--- src/rtl/msdap_serial_deserializer.sv ---
`default_nettype none
// ============================================================================
// | Module   : msdap_serial_deserializer                                     |
// | Purpose  : Converts the MSDAP framed serial stereo input (MSB first) to  |
// |            WIDTH-bit parallel left/right words. Runs in the system-clock |
// |            domain; upstream logic supplies a one-cycle bit strobe and a  |
// |            frame marker that is qualified by that strobe.                |
// | Optional : MSDAP_DESER_ERR_EN enables framing-error detection           |
// |            (frame_err pulse + saturating err_count). When it is not     |
// |            defined, both ports are tied to 0.                            |
// | Ports    :                                                               |
// |   clk        in   1          system clock, posedge                       |
// |   rst_n      in   1          synchronous active-low reset                |
// |   bit_en     in   1          one-cycle sampling strobe                   |
// |   frame      in   1          MSB marker, qualified by bit_en             |
// |   in_l       in   1          left-channel serial bit                     |
// |   in_r       in   1          right-channel serial bit                    |
// |   data_l     out  WIDTH      last completed left word                    |
// |   data_r     out  WIDTH      last completed right word                   |
// |   data_valid out  1          one-cycle pulse when data_l/data_r update   |
// |   busy       out  1          high while a word is being assembled        |
// |   frame_err  out  1          one-cycle pulse on early frame              |
// |   err_count  out  ERR_CNT_W  saturating early-frame count                |
// | Revision : 1.0 - initial release                                         |
// ============================================================================
module msdap_serial_deserializer #(
   parameter int WIDTH     = 16,
   parameter int ERR_CNT_W = 8
) (
   input  logic                 clk,
   input  logic                 rst_n,
   input  logic                 bit_en,
   input  logic                 frame,
   input  logic                 in_l,
   input  logic                 in_r,
   output logic [WIDTH-1:0]     data_l,
   output logic [WIDTH-1:0]     data_r,
   output logic                 data_valid,
   output logic                 busy,
   output logic                 frame_err,
   output logic [ERR_CNT_W-1:0] err_count
);

   localparam int CNT_W = $clog2(WIDTH + 1);

   localparam logic [0:0] S_IDLE  = 1'b0;
   localparam logic [0:0] S_SHIFT = 1'b1;

   logic [0:0]       r_state;
   logic [CNT_W-1:0] r_bit_cnt;
   logic [WIDTH-1:0] r_sh_l;
   logic [WIDTH-1:0] r_sh_r;
   logic [WIDTH-1:0] r_data_l;
   logic [WIDTH-1:0] r_data_r;
   logic             r_data_valid;

   logic [WIDTH-1:0] w_sh_l_next;
   logic [WIDTH-1:0] w_sh_r_next;
   logic             w_last_bit;

   assign w_sh_l_next = {r_sh_l[WIDTH-2:0], in_l};
   assign w_sh_r_next = {r_sh_r[WIDTH-2:0], in_r};
   // The capture in progress is bit number WIDTH of the word.
   assign w_last_bit  = (r_bit_cnt == CNT_W'(WIDTH - 1));

   always_ff @(posedge clk) begin
      if (!rst_n) begin
         r_state      <= S_IDLE;
         r_bit_cnt    <= '0;
         r_sh_l       <= '0;
         r_sh_r       <= '0;
         r_data_l     <= '0;
         r_data_r     <= '0;
         r_data_valid <= 1'b0;
      end else begin
         r_data_valid <= 1'b0;
         if (bit_en) begin
            if (frame) begin
               // New word starts here, whether from IDLE or as a resync
               // that drops a partial word. Clearing the stale bits keeps
               // the shift registers meaningful while assembling.
               r_state   <= S_SHIFT;
               r_bit_cnt <= CNT_W'(1);
               r_sh_l    <= {{(WIDTH-1){1'b0}}, in_l};
               r_sh_r    <= {{(WIDTH-1){1'b0}}, in_r};
            end else if (r_state == S_SHIFT) begin
               r_sh_l <= w_sh_l_next;
               r_sh_r <= w_sh_r_next;
               if (w_last_bit) begin
                  r_data_l     <= w_sh_l_next;
                  r_data_r     <= w_sh_r_next;
                  r_data_valid <= 1'b1;
                  r_bit_cnt    <= '0;
                  r_state      <= S_IDLE;
               end else begin
                  r_bit_cnt <= r_bit_cnt + CNT_W'(1);
               end
            end
         end
      end
   end

   assign data_l     = r_data_l;
   assign data_r     = r_data_r;
   assign data_valid = r_data_valid;
   assign busy       = (r_state == S_SHIFT);

`ifdef MSDAP_DESER_ERR_EN
   logic                 r_frame_err;
   logic [ERR_CNT_W-1:0] r_err_count;
   logic                 w_early_frame;

   // A framed strobe while a word is still being assembled.
   assign w_early_frame = bit_en & frame & (r_state == S_SHIFT);

   always_ff @(posedge clk) begin
      if (!rst_n) begin
         r_frame_err <= 1'b0;
         r_err_count <= '0;
      end else begin
         r_frame_err <= w_early_frame;
         if (w_early_frame && (r_err_count != {ERR_CNT_W{1'b1}})) begin
            r_err_count <= r_err_count + ERR_CNT_W'(1);
         end
      end
   end

   assign frame_err = r_frame_err;
   assign err_count = r_err_count;
`else
   assign frame_err = 1'b0;
   assign err_count = '0;
`endif

endmodule
`default_nettype wire
--- config.mk ---
export PLATFORM = sky130hd
export DESIGN_NAME = msdap_serial_deserializer
export DESIGN_NICKNAME = d
export VERILOG_FILES = /design/src/rtl/msdap_serial_deserializer.sv
export SDC_FILE = /design/constraint.sdc
export NUM_CORES = 1
export LEC_CHECK = 0
export BUFFER_PORTS_ARGS = -buffer_cell sky130_fd_sc_hd__clkbuf_2
export CORE_ASPECT_RATIO = 0.9
export CORE_MARGIN = 8
export CORE_UTILIZATION = 54
export CTS_CLUSTER_SIZE = 8
export DETAILED_ROUTE_END_ITERATION = 7
export PLACE_DENSITY = 0.77
export SLEW_MARGIN = 20
export SYNTH_ARGS = -nofsm -noshare
export SYNTH_HDL_FRONTEND = slang
export SYNTH_SLANG_ARGS = --single-unit
export TNS_END_PERCENT = 1
--- constraint.sdc ---
create_clock -name clk -period 1.7 [get_ports clk]
set_input_delay 0.34 -clock clk [delete_from_list [all_inputs] [get_ports clk]]
set_output_delay 0.34 -clock clk [all_outputs]
set_load 0.02 [all_outputs]
* Word-level counts from Yosys, hierarchy flattened
Cells that the tools add are included.
Word-level totals: bits in registers 69, input bits 6, output and inout bits 43, word-level logic and storage cells 28
Operators by class: add/subtract/negate cells 1, equality and inequality tests 1, multiplexer cells 11, bitwise logic cells 4, reduce and logical (&&, ||, !) cells 4
Operators with widths (count):
- $mux W15 | 4
- $mux W5 | 3
- $add A5 B1 Y5 const B | 1
- $eq A5 B4 Y1 const B | 1
- $mux W1 | 4
- $not A1 Y1 | 4
- $reduce_and A4 Y1 | 1
- $reduce_or A4 Y1 | 1
- $reduce_and A2 Y1 | 1
- $reduce_bool A2 Y1 | 1

* Longest topological paths before layout
word-level depth 4, depth in mapped cells 6, mapped depth without buffers 4

* Least setup slack after synthesis
Ideal clock, no wire load.
path kind reg2reg, from reg r_bit_cnt[0], to reg r_bit_cnt[1], setup time 0.128 ns, arrival 1.188 ns, data required time 1.572 ns, slack 0.385 ns, stages on the path, launching flop included 6, buffers on the path 1, period minus slack after synthesis 1.315 ns, cell sequence dfxtp_1 -> ha_1 -> nand4b_1 -> buf_2 -> a32oi_1 -> nor2_1
Between the ends: longest elaborated chain between the ends 4
RTL lines:
- from (decl) | line 50 | logic [CNT_W-1:0] r_bit_cnt;
- from (signal assigned) | line 96 | r_bit_cnt <= r_bit_cnt + CNT_W'(1);
- $add A5 B1 Y5 / $eq A5 B4 Y1 (equally long branches) | line 96, 64
- $mux W5 (*) | line 89 | if (w_last_bit) begin
- $mux W5 (*) | line 86 | end else if (r_state == S_SHIFT) begin
- $mux W5 (*) | line 78 | if (frame) begin
Mark *: on every way between the ends. The rest lies on a longest branch, timed or not. The select of a mux whose other input is x is not followed. A chain may end at the register's enable or synchronous reset.

* Worst setup path in the final report
from reg r_bit_cnt[0], to reg r_data_r[10], in the netlist data_r[10]
Between the ends: longest elaborated chain between the ends 2
RTL lines:
- $eq A5 B4 Y1 | line 64 | assign w_last_bit = (r_bit_cnt == CNT_W'(WIDTH - 1));
- $reduce_and A4 Y1 (no source line)
- to (signal assigned) | line 91 | r_data_r <= w_sh_r_next;
- to (decl) | line 54 | logic [WIDTH-1:0] r_data_r;
No other way between the ends.

==> results.cfg <==
[critical_path]
startpoint_type = flop
crit_fanout = 24
required_ns = 1.97
end_kind = flop
arrival_ns = 1.71
crit_type = flop to flop
rr_worst_depth = 5

[yosys]
dominantRegCellSynth = dfxtp_1
synth_seq_cells = 69
synthDistinctLibCells = 30
yosys_warnings = 0
synth_edf_count = 0
syn_inst = 294
synth_area_per_cell_sq_um = 9.11
seq_area_frac_synth_pct = 51.6
synthArstFlopShare_pct = 0
syn_area_sq_um = 2680

[pwr]
ir_drop_uv = 576
power_leakage_nw = 1.15
powerDensity_nw_per_um2 = 1010

[floorplanning]
fp-row-count = 24
core_area_sq_um = 4800
pin_count = 49
die_y_um = 82.8
start_util_pct = 55.8
die_area_sq_um = 7470
die_x_um = 90.2

[route]
num_vias = 2212
first_pass_iters = 4
ant_nets = 0
routed_wl_mm = 5.87
drt_iter0_drc = 237
drc = 0
viasPerCell = 5.56
routedWlPerCell_um = 14.7

[clocking]
cts.sinks = 69
cts_buffer_depth = 2
cts_hold_buf = 0
insertion_delay_ns = 0.35
htreeDepth = 3
path_clk_slew_ns = 0.07
cts_setup_buffers = 0
cts_resized = 0
root_buffer = clkbuf_8
tritoncts = done
cts_buffers = 9

[global_route]
grt_use_total_pct = 16.1
grt_remaining_overflow = 0
grt_max_degree = 41
antenna_found_initial = 0
grt_pass1_vias = 2094
grt_pass1_wl_mm = 9.89

[placed_design]
place_congestion = 0.758
place_inst = 382
port_buffers = 39
dp_worst_setup_slack_ns = 0.295
detailed_place_hpwl_mm = 3.92

[cells_and_area]
nNetsFinal = 335
fill_cells = 419
final_cell_count_no_fill = 398
n_antenna_cell = 0
drive_above_1_share_pct = 20.7
final_cell_mix = dfxtp_1 (69), clkbuf_2 (39), nand3_1 (34)
layout_commonest_cell = dfxtp_1
syn_to_final_growth_pct = 16.1

[timing]
period_minus_slack_ns = 1.44
final-setup-viol-count = 0
fin_ws_ns = 0.262
finalSetupTns_ns = 0
hold_viol = 0
fin_crit_sh_pct = 84.6
clock_skew_ns = 0.0111
report.final.slew_viol_count = 0
rsz0062_at_grt = false
fmax_mhz = 695

[min_path]
whs_path_depth = 3
hp-class = input pin to flop

[run]
cap_viol_max_count = 0

[status]
status = finished clean
## metal layers
layer	part of all wire (%)	GRT usage [%]
met4	1.3	6.65
met2	47	25.1
met5	0	0
met1	45	17.8
met3	7.1	8.81
## critical path: stages (launching register included)
cell and delay, ns:
dfxtp_1 0.37, ha_1 0.25, and4b_1 0.30, buf_12 0.18, nand3_1 0.11, a21oi_1 0.16
## state kept, by name, summed over array words and instances, names as in the netlist
| signal | flops |
|---|---|
| busy | 1 |
| data_l | 16 |
| r_sh_r | 15 |
| r_bit_cnt | 5 |
| r_sh_l | 15 |
| data_valid | 1 |
| data_r | 16 |
## through the flow
step	area, sq um	total power [mW]	hold slack, ns	util (%)
6_report	3110	3.14	0.230	64.7
5_1_grt	3110	3.26	0.221	64.7
4_1_cts	3110	3.18	0.215	64.7
3_5_place_dp	2900	1.80	0.452	60.3
3_3_place_gp	2900	1.79	0.438	60.3
2_1_floorplan	2710	1.78	0.416	-
## final cells by class
type	instances	area, sq um	share of cell area [%]
clock buffers	13	169	5.43
clock inverters	3	42.5	1.37
inverters	2	7.51	0.241
multi-input cells	194	1110	35.7
flip-flops and latches	69	1380	44.4
well taps	65	81.3	2.61
repair buffers	52	318	10.2
## logic make-up after synthesis
group / share of synthesized area [%]
AO/OA/AOI/OAI: 23.4
AND/OR/NAND/NOR: 15.8
flip-flops: 51.6
buffers and inverters: 8.27
XOR/XNOR: 0.327
adder cells (fa/ha/maj): 0.467
other: 0.140
## worst paths after layout
check	startpoint	end	slack, ns
worst max-delay path	r_bit_cnt[0]$_SDFFE_PN0P_	data_r[10]$_SDFFE_PN0P_	0.26
worst min-delay path	in_r	r_sh_r[0]$_SDFFE_PN0P_	0.23
worst max register to register	r_bit_cnt[0]$_SDFFE_PN0P_	data_r[10]$_SDFFE_PN0P_	0.26
worst min register to register	r_bit_cnt[4]$_SDFFE_PN0P_	r_bit_cnt[4]$_SDFFE_PN0P_	0.46
## synth_stat cells, drive strengths merged, types with 2 or more instances
cell type / count / area [sq um]
buf: 25 / 169
o21ai: 34 / 170
nand2: 8 / 30.0
dfxtp: 69 / 1380
a22oi: 28 / 210
a21boi: 4 / 30.0
a21oi: 33 / 165
nand4b: 2 / 17.5
clkbuf: 12 / 45.0
nand3: 34 / 170
nor2b: 24 / 150
inv: 2 / 7.51
nor2: 5 / 18.8
## where the power goes
group	leakage (nW)	switching, mW	total, mW	internal, mW
clock network	0.106	0.585	1.38	0.796
logic	0.484	0.0927	0.131	0.0384
registers	0.556	0.00804	1.63	1.62
Power figures use the tool's default switching activity.
